**src/rtl/output_port_ctrl_pkg.sv**
```systemverilog
//------------------------------------------------------------------------------
// Module   : output_port_ctrl_pkg
// Brief    : Shared state encoding, port indices and defaults for output_port_ctrl.
// Revision : 1.0
//------------------------------------------------------------------------------
`default_nettype none

package output_port_ctrl_pkg;

   localparam int OPC_DATA_W    = 32;
   localparam int OPC_MAX_FLITS = 16;

   typedef enum logic {
      ST_IDLE   = 1'b0,
      ST_LOCKED = 1'b1
   } opc_state_t;

   localparam logic [1:0] PORT0 = 2'd0;
   localparam logic [1:0] PORT1 = 2'd1;
   localparam logic [1:0] PORT2 = 2'd2;
   localparam logic [1:0] PORT3 = 2'd3;

endpackage

`default_nettype wire

```
**src/rtl/four_way_arbiter.sv**
```systemverilog
//------------------------------------------------------------------------------
// Module   : four_way_arbiter
// Brief    : Fixed-priority 4-way arbiter; lowest-numbered request wins.
// Revision : 1.0
//------------------------------------------------------------------------------
`default_nettype none

module four_way_arbiter (
   input  logic       reset,
   input  logic [3:0] requests,
   output logic [1:0] granted
);

   always_comb begin
      granted = 2'd0;
      if (!reset) begin
         if (requests[0])      granted = 2'd0;
         else if (requests[1]) granted = 2'd1;
         else if (requests[2]) granted = 2'd2;
         else if (requests[3]) granted = 2'd3;
      end
   end

endmodule

`default_nettype wire

```
**src/rtl/output_port_ctrl.sv**
```systemverilog
//------------------------------------------------------------------------------
// Module   : output_port_ctrl
// Brief    : Wormhole output-port controller with registered valid/ready stage.
//            Define OPC_RR_MASK_EN for round-robin masking of arbiter requests.
// Revision : 1.0
//------------------------------------------------------------------------------
`default_nettype none

module output_port_ctrl
   import output_port_ctrl_pkg::*;
#(
   parameter  int DATA_W    = OPC_DATA_W,
   parameter  int MAX_FLITS = OPC_MAX_FLITS,
   localparam int CNT_W     = $clog2(MAX_FLITS + 1)
) (
   input  logic                clk,
   input  logic                reset,
   input  logic [3:0]          in_valid,
   input  logic [4*DATA_W-1:0] in_data,
   input  logic [3:0]          in_last,
   output logic [3:0]          in_ready,
   output logic                out_valid,
   output logic [DATA_W-1:0]   out_data,
   output logic                out_last,
   input  logic                out_ready,
   output logic [1:0]          owner,
   output logic                err_overlong
);

   opc_state_t        r_state;
   opc_state_t        w_state_nxt;
   logic [1:0]        r_owner;
   logic [CNT_W-1:0]  r_cnt;
   logic [CNT_W-1:0]  w_cnt_inc;
   logic              r_out_valid;
   logic [DATA_W-1:0] r_out_data;
   logic              r_out_last;
   logic              r_err;
   logic [3:0]        w_arb_req;
   logic [1:0]        w_granted;
   logic              w_any_req;
   logic              w_can_load;
   logic              w_xfer;
   logic              w_wdog;
   logic              w_pkt_end;

`ifdef OPC_RR_MASK_EN
   logic [3:0] r_mask;
   logic [3:0] w_masked;
   assign w_masked  = in_valid & r_mask;
   assign w_arb_req = (w_masked != 4'b0000) ? w_masked : in_valid;
`else
   assign w_arb_req = in_valid;
`endif

   assign w_any_req = |w_arb_req;

   four_way_arbiter u_arb (
      .reset    (~reset),
      .requests (w_arb_req),
      .granted  (w_granted)
   );

   assign w_can_load = !r_out_valid || out_ready;
   assign w_xfer     = (r_state == ST_LOCKED) && in_valid[r_owner] && w_can_load;
   assign w_cnt_inc  = r_cnt + CNT_W'(1);
   // Watchdog fires on the flit that reaches MAX_FLITS; that flit is still forwarded.
   assign w_wdog     = w_xfer && !in_last[r_owner] && (w_cnt_inc == CNT_W'(MAX_FLITS));
   assign w_pkt_end  = w_xfer && (in_last[r_owner] || w_wdog);

   always_comb begin
      w_state_nxt = r_state;
      in_ready    = 4'b0000;
      case (r_state)
         ST_IDLE: begin
            if (w_any_req) w_state_nxt = ST_LOCKED;
         end
         ST_LOCKED: begin
            in_ready[r_owner] = w_can_load;
            if (w_pkt_end) w_state_nxt = ST_IDLE;
         end
         default: w_state_nxt = ST_IDLE;
      endcase
   end

   always_ff @(posedge clk or negedge reset) begin
      if (!reset) begin
         r_state     <= ST_IDLE;
         r_owner     <= PORT0;
         r_cnt       <= '0;
         r_out_valid <= 1'b0;
         r_out_data  <= '0;
         r_out_last  <= 1'b0;
         r_err       <= 1'b0;
`ifdef OPC_RR_MASK_EN
         r_mask      <= 4'b1111;
`endif
      end else begin
         r_state <= w_state_nxt;
         if (r_state == ST_IDLE && w_any_req) begin
            r_owner <= w_granted;
            r_cnt   <= '0;
         end
         if (w_xfer) begin
            r_out_data  <= in_data[r_owner*DATA_W +: DATA_W];
            r_out_last  <= in_last[r_owner];
            r_out_valid <= 1'b1;
            r_cnt       <= w_cnt_inc;
         end else if (r_out_valid && out_ready) begin
            r_out_valid <= 1'b0;
         end
         if (w_wdog) r_err <= 1'b1;
`ifdef OPC_RR_MASK_EN
         // Exclude the served input and everything below it for the next round.
         if (w_pkt_end) r_mask <= 4'b1110 << r_owner;
`endif
      end
   end

   assign out_valid    = r_out_valid;
   assign out_data     = r_out_data;
   assign out_last     = r_out_last;
   assign owner        = r_owner;
   assign err_overlong = r_err;

endmodule

`default_nettype wire

```
**config.mk**
```make
export PLATFORM = sky130hd
export DESIGN_NAME = output_port_ctrl
export DESIGN_NICKNAME = d
export VERILOG_FILES = /design/src/rtl/output_port_ctrl_pkg.sv /design/src/rtl/four_way_arbiter.sv /design/src/rtl/output_port_ctrl.sv
export SDC_FILE = /design/constraint.sdc
export NUM_CORES = 1
export LEC_CHECK = 0
export ABC_CLOCK_PERIOD_IN_PS = 2790
export BUFFER_PORTS_ARGS = -buffer_cell sky130_fd_sc_hd__buf_2
export CELL_PAD_IN_SITES_DETAIL_PLACEMENT = 1
export CELL_PAD_IN_SITES_GLOBAL_PLACEMENT = 1
export CORE_ASPECT_RATIO = 0.7
export CORE_MARGIN = 5
export CORE_UTILIZATION = 34
export CTS_CLUSTER_SIZE = 24
export DETAILED_ROUTE_END_ITERATION = 7
export HOLD_SLACK_MARGIN = 0.08
export PLACE_DENSITY_LB_ADDON = 0.25
export SLEW_MARGIN = 5
export SYNTH_ARGS = -nofsm -noshare
export SYNTH_HDL_FRONTEND = slang
export SYNTH_SLANG_ARGS = --single-unit
```
**constraint.sdc**
```tcl
create_clock -name clk -period 2.79 [get_ports clk]
set_clock_uncertainty 0.15 [all_clocks]
set_input_delay 0.4185 -clock clk [delete_from_list [all_inputs] [get_ports clk]]
set_output_delay 0.4185 -clock clk [all_outputs]
set_load 0.05 [all_outputs]
```
# [Word level (Yosys, flattened, before mapping)]
# Cells that the tools add are included.
[op_classes] addsub=1 magnitude_cmp=2 eq_ne=1 n_shift=1 muxes=19 bitwise=2 reduce_logical=15
[ops] operator="variable part select 128 x 8 -> 32 bit" count=1
[ops] operator="2-to-1 mux 2 bit" count=5
[ops] operator="2-to-1 mux 5 bit" count=2
[ops] operator="logical AND 1 bit" count=8
[ops] operator="2-to-1 mux 1 bit" count=7
[ops] operator="adder 5 x 1 -> 5 bit, second input constant" count=1
[ops] operator="equality test 5 bit, second input constant" count=1
[ops] operator="AND 4 bit" count=1
[ops] operator="binary-select mux 1 bit (select 2 bit)" count=2
[ops] operator="2-to-1 mux 4 bit" count=1
[ops] operator="nonzero test 2 bit" count=2
[ops] operator="OR reduction 4 bit" count=1
[ops] operator="< comparator 2 x 3 -> 1 bit, second input constant" count=1
[ops] operator="demux 1 bit (select 2 bit)" count=1
[ops] operator=">= comparator 2 x 1 -> 1 bit, second input constant" count=1
[ops] operator="logical NOT 1 bit" count=2
[ops] operator="logical OR 1 bit" count=2
[ops] operator="case mux 1 bit (2 select lines)" count=1
[ops] operator="inverter 1 bit" count=1
[word_totals] regBits=43 input_bits=139 output_inout_bits=41

# [Depth between registers and ports, before layout]
# Gate-level depths: netlist of run 1.
[depth] depth_word=10 mapped_depth=5 depth_no_buf=5

# [Cells and area by module]
# From an unflattened synthesis of run 1, not the netlist that was laid out.
[hier_totals] cells_unflattened=176 area_unflattened_um2=2954.1
[modules_own_cells] module="output_port_ctrl" instances=1 cells_each=171 area_per_inst_um2=2920.3 seq_area_each_um2=1076.0
[modules_own_cells] module="four_way_arbiter" instances=1 cells_each=5 area_per_inst_um2=33.8 seq_area_each_um2=0.0

# [Least setup slack after synthesis of run 1]
# OpenSTA, ideal clock, no wires.
[synth_timing] path_type="register to output" startpoint="register r_owner[0] (netlist: owner[0])" endpoint="output port in_ready[1]" t_arrival_ps=2194 required_time_ps=2222 setup_slack_ps=27 path_stages_with_launch=5 path_buffers=2 path_cell_list="dfrtp_1 buf_6 buf_6 inv_1 nor3_1"
[synth_between] elab_chain_cells=6
[synth_rtl] item="start: declaration" line="output_port_ctrl.sv:32" rtl="logic [1:0] r_owner;"
[synth_rtl] item="start signal: assignment" line="output_port_ctrl.sv:101" rtl="r_owner <= w_granted;"
[synth_rtl] item="< comparator 2 x 3 -> 1 bit (not written as such) or >= comparator 2 x 1 -> 1 bit (tied branches)" line="output_port_ctrl.sv:79" rtl="in_ready[r_owner] = w_can_load;"
[synth_rtl] item="logical AND 1 bit (not written as such)" line="output_port_ctrl.sv:79"
[synth_rtl] item="2-to-1 mux 1 bit (not written as such)" line="output_port_ctrl.sv:79"
[synth_rtl] item="demux 1 bit (select 2 bit) *" line="output_port_ctrl.sv:79"
[synth_rtl] item="AND 4 bit (no line) *"
[synth_rtl] item="2-to-1 mux 4 bit *" line="output_port_ctrl.sv:74" rtl="case (r_state)"
[synth_rtl] item="end: declaration" line="output_port_ctrl.sv:21" rtl="output logic [3:0] in_ready,"
# Mark *: on every way between the ends. The rest lies on a longest branch, timed or not.

# [Worst setup path in the final report of run 1]
[layout_timing] startpoint="register r_owner[1] (netlist: owner[1])" endpoint="output port in_ready[3]"
# Same word-level chain as after synthesis.

==> impl_metrics.py, run 1 <==
metrics = {
    "outcome": {
        "status": "complete, no violations",
    },
    "critical_path": {
        "critPathArrivalTime_ns": 1.64,
        "worstPathRequired_ns": 2.22,
        "critical_path_class": "reg2out",
        "endpoint_kind": "primary output",
        "cp_slowest_cell": "buf_4",
        "cp_cell_sequence": "buf_4 -> nand3_1 -> nor2_1 -> buf_2",
        "slowest_delay_ns": 0.43,
        "cp_max_fo": 38,
        "cp-start-kind": "register",
    },
    "global_routing": {
        "grt_max_degree": 44,
        "antenna_found_initial": 1,
        "grt_pass1_vias": 2650,
        "grt.overflow.total": 0,
        "track_usage": 0.160,
        "grt_pass1_wl_um": 12500,
    },
    "synth": {
        "synth_top_area_cell": "dfrtp_1",
        "synth_top_area_frac": 0.396,
        "synth_fp_nets": 316,
        "yosys-top-cells-area": "dfrtp_1, mux4_2, mux4_1, mux2_2, buf_6",
        "synth-seq-cells": 43,
        "synth_cells": 175,
        "yosysUniqueCellTypes": 35,
        "ys_async_sr_fraction": 1.00,
        "synth_edf_count": 0,
        "mappedNetlistArea_um2": 2720,
        "yosysWarnings": 0,
        "synth_ff_type": "dfrtp_1",
        "ys_seq_area_frac": 0.396,
        "syn_area_per_cell_um2": 15.5,
    },
    "pwr": {
        "p_sw_w": 0.00211,
        "switching_share": 0.476,
        "power.leakage_nw": 1.86,
        "powerDensity_nw_per_um2": 1150,
        "p_seq_frac": 0.249,
        "power.internal_w": 0.00232,
        "p_comb_frac": 0.622,
        "clockPowerShare": 0.129,
        "ir_worst_vdd_v": 0.000527,
    },
    "cts": {
        "clockBufferDepth": 2,
        "cts_hold_buf": 0,
        "cts_root_buffer": "clkbuf_16",
        "cts_made_buffers": 5,
        "clk_latency_ns": 0.28,
        "postCtsSetupBuffers": 0,
        "clk_pin_slew_worst_paths_ns": 0.06,
        "cts_tree": "done",
        "cts.sink_count": 43,
        "post_cts_resized": 0,
        "h-tree-depth": 2,
    },
    "cells_and_area": {
        "drive_gt1_frac": 0.706,
        "nets": 494,
        "multi_input_area_um2": 1510,
        "nFillCells": 897,
        "design_area_um2": 3830,
        "area_growth_pct": 41.2,
        "final_cell_mix": "buf_2, dfrtp_1, mux2_2",
        "final_common_cell": "buf_2",
        "antenna_cells": 0,
        "utilization": 0.489,
        "final-seq-area_um2": 1080,
    },
    "routing": {
        "firstDrtPassIters": 4,
        "dr.first_iter.drc_count": 33,
        "drc": 0,
        "via_count": 2335,
        "wl_um": 7930,
        "final_antenna_net_count": 0,
        "via_per_inst": 5.13,
        "wl_per_cell_um": 17.4,
    },
    "sta": {
        "rsz0062_at_grt": "false",
        "max_freq_mhz": 452,
        "tightest_slew_ns": 0.631,
        "tns_ns": 0,
        "maxSlewViolCount": 0,
        "period_minus_slack_ns": 2.21,
        "hold_viol": 0,
        "setup_viol": 0,
        "finalCritPeriodShare": 0.793,
        "relSlewSlack": 0.575,
    },
    "place": {
        "gp_congestion": 0.694,
        "dpl_cell_area_um2": 3690,
        "place_hpwl_um": 6390,
        "placement.io_buffers": 179,
    },
    "floorplanning": {
        "row_count": 27,
        "start_util": 0.346,
        "coreArea_um2": 7840,
        "die_area_um2": 9900,
        "die_w_um": 117,
        "ioPinCount": 180,
        "die_y_um": 84.8,
    },
    "hold_path": {
        "hp-class": "in2async",
    },
    "flow_run": {
        "cap_violations": 0,
    },
}
-- metal layers --
metal / track usage / routed length, um / vias to the layer above
li1: - / - / 1058
met1: 0.186 / 2950 / 1129
met2: 0.274 / 3780 / 135
met3: 0.0612 / 1050 / 11
met4: 0.0438 / 128 / 2
met5: 0 / 20 / -
-- logic make-up (layout without fill, tap and decap cells) --
kind of cell    after synthesis  after routing  synth area share
mux                          67             67             0.441
fa+ha+maj                     2              2           0.00922
flops                        43             43             0.396
simple gates                 31             31            0.0641
xor+xnor                      1              1           0.00323
buf+inv                      17            196            0.0479
compound gates               14             14            0.0382
-- Yosys cell counts, types with 2 or more instances --
cell type	instances
buf_2	2
a21o_1	2
nand3_1	6
buf_6	7
ha_1	2
mux2_4	5
clkbuf_1	2
inv_1	4
nor3b_1	2
nand2b_1	2
nor3_1	2
mux4_1	11
a21oi_1	3
o21ai_0	3
nor2_1	4
dfrtp_1	43
mux4_2	23
nand2_1	9
mux2_1	3
mux2_2	25
-- stage by stage --
| stage | setup WS [ns] | total power, W | cells | hold slack, ns |
|---|---|---|---|---|
| after floorplan | 0.0271 | 0.00329 | 175 | -0.0271 |
| after global placement | 0.736 | 0.00385 | 447 | 0.286 |
| after detailed placement | 0.703 | 0.00390 | 447 | 0.292 |
| after CTS | 0.539 | 0.00450 | 455 | 0.122 |
| after global routing | 0.429 | 0.00469 | 455 | 0.159 |
| final | 0.578 | 0.00442 | 455 | 0.0945 |
-- final cells by class --
| cell class | count | share of cell area |
|---|---|---|
| Timing Repair Buffer | 184 | 0.250 |
| Multi-Input combinational cell | 115 | 0.393 |
| Inverter | 4 | 0.00392 |
| Sequential cell | 43 | 0.281 |
| Clock buffer | 7 | 0.0372 |
| Clock inverter | 1 | 0.00131 |
| Tap cell | 101 | 0.0330 |
-- worst paths after layout --
path / to / startpoint / cells after the start / slack, ns
worst max-delay path: in_ready[3] / owner[1]$_DFFE_PN0P_ / 4 / 0.58
worst min-delay path: out_data[1]$_DFFE_PN0P_ / reset / 2 / 0.09
worst max register to register: out_data[17]$_DFFE_PN0P_ / owner[0]$_DFFE_PN0P_ / 4 / 0.82
worst min register to register: err_overlong$_DFFE_PN0P_ / err_overlong$_DFFE_PN0P_ / 1 / 0.30
max in group asynchronous: owner[0]$_DFFE_PN0P_ / reset / 2 / 2.00
min in group clk: owner[1]$_DFFE_PN0P_ / in_valid[1] / 2 / 0.23
-- state kept, by name (all words and copies together), names as in the netlist --
register,count
out_data,32
r_state,1
out_last,1
out_valid,1
owner,2
r_cnt,5
err_overlong,1
-- worst max-delay path, delay by kind of cell (launching register included) --
kind	cells	cell delay [ns]
buffers and inverters	2	0.70
flip-flops	1	0.37
AND/OR/NAND/NOR	2	0.29
-- power groups by stage --
| stage | Combinational (W) | Clock [W] | Sequential, W |
|---|---|---|---|
| CTS | 0.00280 | 0.000601 | 0.00110 |
| detailed placement | 0.00280 | 0 | 0.00111 |
| global placement | 0.00275 | 0 | 0.00110 |
| global route | 0.00292 | 0.000630 | 0.00114 |
| floorplan | 0.00127 | 0 | 0.00202 |
| finish | 0.00275 | 0.000573 | 0.00110 |
Power figures use the tool's default switching activity.
==> run 2: changes to the inputs <==
--- a/config.mk
+++ b/config.mk
@@ -5,13 +5,13 @@
 export SDC_FILE = /design/constraint.sdc
 export NUM_CORES = 1
 export LEC_CHECK = 0
-export ABC_CLOCK_PERIOD_IN_PS = 2790
+export ABC_CLOCK_PERIOD_IN_PS = 1900
 export BUFFER_PORTS_ARGS = -buffer_cell sky130_fd_sc_hd__buf_2
 export CELL_PAD_IN_SITES_DETAIL_PLACEMENT = 1
 export CELL_PAD_IN_SITES_GLOBAL_PLACEMENT = 1
 export CORE_ASPECT_RATIO = 0.7
 export CORE_MARGIN = 5
-export CORE_UTILIZATION = 34
+export CORE_UTILIZATION = 29
 export CTS_CLUSTER_SIZE = 24
 export DETAILED_ROUTE_END_ITERATION = 7
 export HOLD_SLACK_MARGIN = 0.08
==> constraint.sdc (replaced) <==
create_clock -name clk -period 1.9 [get_ports clk]
set_clock_uncertainty 0.15 [all_clocks]
set_input_delay 0.285 -clock clk [delete_from_list [all_inputs] [get_ports clk]]
set_output_delay 0.285 -clock clk [all_outputs]
set_load 0.05 [all_outputs]
==> run 2 against run 1 <==
The flow now finishes with violations (negative setup slack). Via count up 4.9%. Flip-flop and latch count unchanged. Register-to-register slack worse by 0.84 ns. Global-route usage fell by 0.50 points. Worst hold slack gained 0.015 ns. Design area increased by 14%. Final cell count rose by 11%. First-iteration DRC count grew 82%. Routed wire length up 27%. Non-clock buffer count up 27. Largest cell class unchanged.
==> impl_metrics.py, run 2 (same netlist as run 1, synthesis figures left out) <==
metrics = {
    "outcome": {
        "status": "finished, violations left",
        "violations": "negative setup slack",
    },
    "pwr": {
        "ir_worst_vdd_v": 0.000746,
        "power.leakage_nw": 2.12,
        "p_sw_w": 0.00345,
        "clockPowerShare": 0.112,
        "p_seq_frac": 0.217,
        "powerDensity_nw_per_um2": 1740,
        "power.internal_w": 0.00414,
        "p_comb_frac": 0.672,
        "switching_share": 0.455,
    },
    "cells_and_area": {
        "nets": 521,
        "finalNonFillerCells": 504,
        "nFillCells": 1008,
        "design_area_um2": 4350,
        "final-seq-area_um2": 1080,
        "final_common_cell": "buf_2",
        "multi_input_area_um2": 1600,
        "largest_reg_flops": 32,
        "area_growth_pct": 60.3,
        "utilization": 0.478,
        "final_cell_mix": "buf_2, dfrtp_1, mux4_2",
        "antenna_cells": 0,
        "drive_gt1_frac": 0.761,
    },
    "place": {
        "place_hpwl_um": 7180,
        "dpl_cell_area_um2": 3850,
        "gp_congestion": 0.834,
        "dp_cells": 477,
        "dp_slack_ns": 0.0105,
        "placement.io_buffers": 179,
    },
    "hold_path": {
        "whs_endpoint": "owner[1]$_DFFE_PN0P_",
        "holdCritStartpoint": "in_valid[1]",
        "hold_depth": 2,
        "hp-class": "in2reg",
    },
    "sta": {
        "maxSlewViolCount": 0,
        "rsz0062_at_grt": "true",
        "setup_viol": 3,
        "tightest_slew_ns": 0.582,
        "fin_ws_ns": -0.0157,
        "finalCritPeriodShare": 1.01,
        "max_freq_mhz": 522,
        "hold_viol": 0,
        "relSlewSlack": 0.612,
        "period_minus_slack_ns": 1.92,
        "hold-worst-slack_ns": 0.110,
    },
    "floorplanning": {
        "die_y_um": 91.0,
        "coreArea_um2": 9110,
        "row_count": 29,
        "die_area_um2": 11400,
        "die_w_um": 126,
        "start_util": 0.298,
        "ioPinCount": 180,
    },
    "cts": {
        "cts_root_buffer": "clkbuf_16",
        "cts.sink_count": 43,
        "h-tree-depth": 2,
        "cts_tree": "done",
        "clockBufferDepth": 2,
        "cts_made_buffers": 5,
        "clk_latency_ns": 0.28,
        "clk_pin_slew_worst_paths_ns": 0.06,
    },
    "global_routing": {
        "grt_max_degree": 44,
        "grt.overflow.total": 0,
        "track_usage": 0.155,
        "antenna_found_initial": 0,
        "globalRouteMet1Util": 0.183,
        "grt_use_met2": 0.271,
        "top_usage_layer": "met2",
        "grtUsageMet3": 0.0622,
        "grt_pass1_vias": 2672,
        "grt_pass1_wl_um": 14200,
    },
    "routing": {
        "via_per_inst": 4.86,
        "wl_per_cell_um": 19.9,
        "final_antenna_net_count": 0,
        "via_count": 2450,
        "firstDrtPassIters": 4,
        "wl_um": 10000,
        "dr.first_iter.drc_count": 60,
        "drc": 0,
    },
    "critical_path": {
        "critical_path_class": "reg2reg",
        "endpoint_kind": "register",
        "cp_max_fo": 6,
        "rr_endpoint": "out_data[9]$_DFFE_PN0P_",
        "r2r-start": "owner[0]$_DFFE_PN0P_",
        "worstPathRequired_ns": 1.91,
        "rrSetupSlack_ns": -0.02,
        "cp-start-kind": "register",
        "critPathArrivalTime_ns": 1.92,
        "reg2regPathDepth": 5,
    },
    "flow_run": {
        "cap_violations": 0,
    },
}
-- run 2: timing repair --
action                                  CTS  global route
setup buffers                             1            13
hold buffers                              1             0
hold endpoints to repair                 43             0
gates resized for setup                   6            27
cloned                                    0             5
pin swaps                                 0             3
endpoints found under the setup margin    5            23
-- run 2: final cells by class --
type	instances	area share
Sequential cell	43	0.248
Clock buffer	6	0.0319
Tap cell	124	0.0356
Inverter	4	0.00431
Clock inverter	1	0.00115
Timing Repair Buffer	211	0.312
Multi-Input combinational cell	115	0.367
-- run 2: through the flow --
step | total power [W] | setup TNS (ns)
floorplan | 0.00492 | -2.64
global placement | 0.00590 | 0
detailed placement | 0.00601 | 0
CTS | 0.00693 | 0
global route | 0.00800 | -0.873
finish | 0.00759 | -0.0274
-- run 2: metal layers --
layer / share of wire / up-vias
li1: - / 1108
met1: 0.41 / 1207
met2: 0.49 / 130
met3: 0.098 / 5
met4: 0.0061 / 0
met5: 0 / -
-- run 2: power by group through the flow --
stage | Clock [W] | Combinational (W) | Sequential [W]
after floorplan | 0 | 0.00196 | 0.00296
after global placement | 0 | 0.00428 | 0.00162
after detailed placement | 0 | 0.00436 | 0.00164
after CTS | 0.000878 | 0.00442 | 0.00163
after global routing | 0.000932 | 0.00536 | 0.00170
final | 0.000846 | 0.00510 | 0.00165
-- run 2: worst max-delay path by stage --
stage                         start                        to  slack (ns)  cells after the start
5_1_grt        owner[0]$_DFFE_PN0P_   out_data[9]$_DFFE_PN0P_       -0.06                      5
4_1_cts        owner[0]$_DFFE_PN0P_               in_ready[1]       0.002                      4
2_1_floorplan  owner[0]$_DFFE_PN0P_   out_data[4]$_DFFE_PN0P_       -0.09                      4
3_3_place_gp   owner[0]$_DFFE_PN0P_   out_data[5]$_DFFE_PN0P_        0.05                      4
3_5_place_dp   owner[0]$_DFFE_PN0P_  out_data[16]$_DFFE_PN0P_        0.01                      3
6_report       owner[0]$_DFFE_PN0P_   out_data[9]$_DFFE_PN0P_       -0.02                      5
-- run 2: worst max-delay path: stages, from the launching register on --
cell,delay [ns]
dfrtp_2,0.38
buf_4,0.14
buf_8,0.12
buf_12,0.14
mux4_1,0.57
mux2_4,0.29
==> run 3: changes to the inputs <==
--- a/config.mk
+++ b/config.mk
@@ -16,6 +16,7 @@
 export DETAILED_ROUTE_END_ITERATION = 7
 export HOLD_SLACK_MARGIN = 0.08
 export PLACE_DENSITY_LB_ADDON = 0.25
+export SETUP_SLACK_MARGIN = 0.1
 export SLEW_MARGIN = 5
 export SYNTH_ARGS = -nofsm -noshare
 export SYNTH_HDL_FRONTEND = slang
==> run 3 against run 2 <==
The flow still finishes with violations (negative setup slack). Total power increased by 3.5%. Via count increased by 0.65%. Sequential power about the same. Flip-flop and latch count unchanged. Design area increased by 2.7%. Critical path depth unchanged. Combinational power increased by 4%. Global-route usage increased by 0.60 points. Worst hold slack improved by 0.069 ns. Clock power increased by 3.3%. Largest cell class unchanged. Largest power group unchanged.
==> impl_metrics.py, run 3 (same netlist as run 1, synthesis figures left out) <==
metrics = {
    "floorplanning": {
        "die_area_um2": 11400,
        "row_count": 29,
        "coreArea_um2": 9110,
        "start_util": 0.298,
        "ioPinCount": 180,
        "die_y_um": 91.0,
        "die_w_um": 126,
    },
    "critical_path": {
        "slowest_delay_ns": 0.55,
        "critical_path_class": "reg2reg",
        "cp_cell_sequence": "mux4_2 -> nand3_4 -> buf_12 -> buf_12 -> mux2_4",
        "worstPathRequired_ns": 1.91,
        "endpoint_kind": "register",
        "cp_slowest_cell": "mux4_2",
        "crit_top_cell": "buf_12",
        "cp-start-kind": "register",
        "critPathArrivalTime_ns": 1.93,
        "cp_max_fo": 6,
    },
    "place": {
        "gp_congestion": 0.869,
        "dp_slack_ns": -0.0559,
        "place_hpwl_um": 6980,
        "placement.io_buffers": 179,
    },
    "cells_and_area": {
        "utilization": 0.491,
        "drive_gt1_frac": 0.766,
        "antenna_cells": 0,
        "largest_reg_flops": 32,
        "final_cell_mix": "buf_2, dfrtp_1, mux2_4",
        "nFillCells": 966,
        "final-seq-area_um2": 1080,
        "final_common_cell": "buf_2",
        "area_growth_pct": 64.7,
        "multi_input_area_um2": 1650,
        "nets": 521,
    },
    "pwr": {
        "powerDensity_nw_per_um2": 1760,
        "clockPowerShare": 0.111,
        "power.internal_w": 0.00440,
        "ir_worst_vdd_v": 0.000899,
        "power.leakage_nw": 2.21,
        "switching_share": 0.439,
        "p_comb_frac": 0.675,
        "p_sw_w": 0.00345,
        "total_power_w": 0.00786,
        "p_seq_frac": 0.213,
    },
    "global_routing": {
        "track_usage": 0.161,
        "grtUsageMet3": 0.0528,
        "grt.overflow.total": 0,
        "grt_pass1_wl_um": 14700,
        "grt_use_met2": 0.272,
        "grt_pass1_vias": 2766,
        "top_usage_layer": "met2",
        "antenna_found_initial": 1,
        "globalRouteMet1Util": 0.202,
        "grt_max_degree": 44,
    },
    "routing": {
        "via_count": 2466,
        "via_per_inst": 4.88,
        "dr.first_iter.drc_count": 56,
        "wl_per_cell_um": 18.7,
        "wl_um": 9450,
        "final_antenna_net_count": 0,
        "firstDrtPassIters": 4,
        "drc": 0,
    },
    "sta": {
        "hold_viol": 0,
        "tns_ns": -0.192,
        "finalCritPeriodShare": 1.01,
        "max_freq_mhz": 521,
        "maxSlewViolCount": 0,
        "rsz0062_at_grt": "true",
        "period_minus_slack_ns": 1.92,
        "fin_ws_ns": -0.0185,
        "setup_viol": 23,
        "tightest_slew_ns": 0.532,
        "relSlewSlack": 0.642,
    },
    "outcome": {
        "status": "finished, violations left",
        "violations": "negative setup slack",
    },
    "cts": {
        "clockBufferDepth": 2,
        "cts.sink_count": 43,
        "cts_tree": "done",
        "clk_pin_slew_worst_paths_ns": 0.06,
        "cts_made_buffers": 5,
        "cts_root_buffer": "clkbuf_16",
        "clk_latency_ns": 0.28,
        "h-tree-depth": 2,
    },
    "flow_run": {
        "cap_violations": 0,
    },
    "hold_path": {
        "hp-class": "in2reg",
    },
}
## run 3: cell count changes in the layout (fill, tap and decap cells not counted), moves of 2 or more
cell / before / now
mux2_4: 18 / 33
mux2_2: 13 / 0
buf_6: 4 / 7
mux2_1: 2 / 0
clkbuf_16: 10 / 6
buf_16: 0 / 3
buf_4: 17 / 13
## run 3: critical path, delay by kind of cell (launching register included)
kind | cells | cell delay (ns)
multiplexers | 2 | 0.85
flip-flops | 1 | 0.40
buffers and inverters | 2 | 0.26
AND/OR/NAND/NOR | 1 | 0.14
## run 3: final timing paths
kind | from | end | slack (ns) | cells past startpoint
max | owner[0]$_DFFE_PN0P_ | out_data[27]$_DFFE_PN0P_ | -0.02 | 5
min | in_valid[1] | owner[1]$_DFFE_PN0P_ | 0.18 | 3
max reg2reg | owner[0]$_DFFE_PN0P_ | out_data[27]$_DFFE_PN0P_ | -0.02 | 5
min reg2reg | err_overlong$_DFFE_PN0P_ | err_overlong$_DFFE_PN0P_ | 0.33 | 1
max in group asynchronous | reset | owner[1]$_DFFE_PN0P_ | 0.65 | 3
min in group asynchronous | reset | out_data[26]$_DFFE_PN0P_ | 0.53 | 3
## run 3: power groups by stage
| stage | Clock, W | Combinational (W) | Sequential, W |
|---|---|---|---|
| CTS | 0.000906 | 0.00523 | 0.00168 |
| floorplan | 0 | 0.00225 | 0.00298 |
| finish | 0.000874 | 0.00530 | 0.00168 |
| detailed placement | 0 | 0.00459 | 0.00167 |
| global placement | 0 | 0.00452 | 0.00166 |
| global route | 0.000945 | 0.00557 | 0.00173 |
## run 3: cell type report
type                    count  area share
well taps                 124      0.0347
inverters                   4     0.00420
flip-flops and latches     43       0.242
clock buffers               8      0.0350
repair buffers            211       0.315
multi-input cells         115       0.370
## run 3: stage by stage
stage	area [um^2]	hold WS, ns	std cells
3_3_place_gp	3940	0.297	477
6_report	4470	0.179	505
5_1_grt	4470	0.190	505
4_1_cts	4410	0.172	501
3_5_place_dp	3940	0.296	477
2_1_floorplan	2870	-0.161	175
## run 3: what timing repair did
item / in CTS / in global routing
setup endpoints to repair: 39 / 42
pin swaps: 2 / 2
cloned: 3 / 1
buffers inserted: 12 / 3
endpoints found under the hold margin: 43 / 0
resized for setup: 28 / 7
hold buffers: 1 / 0
## run 3: layer usage
layer | up-vias | part of all wire
li1 | 1106 | -
met1 | 1215 | 0.41
met2 | 137 | 0.48
met3 | 6 | 0.098
met4 | 2 | 0.011
met5 | - | 0.00074
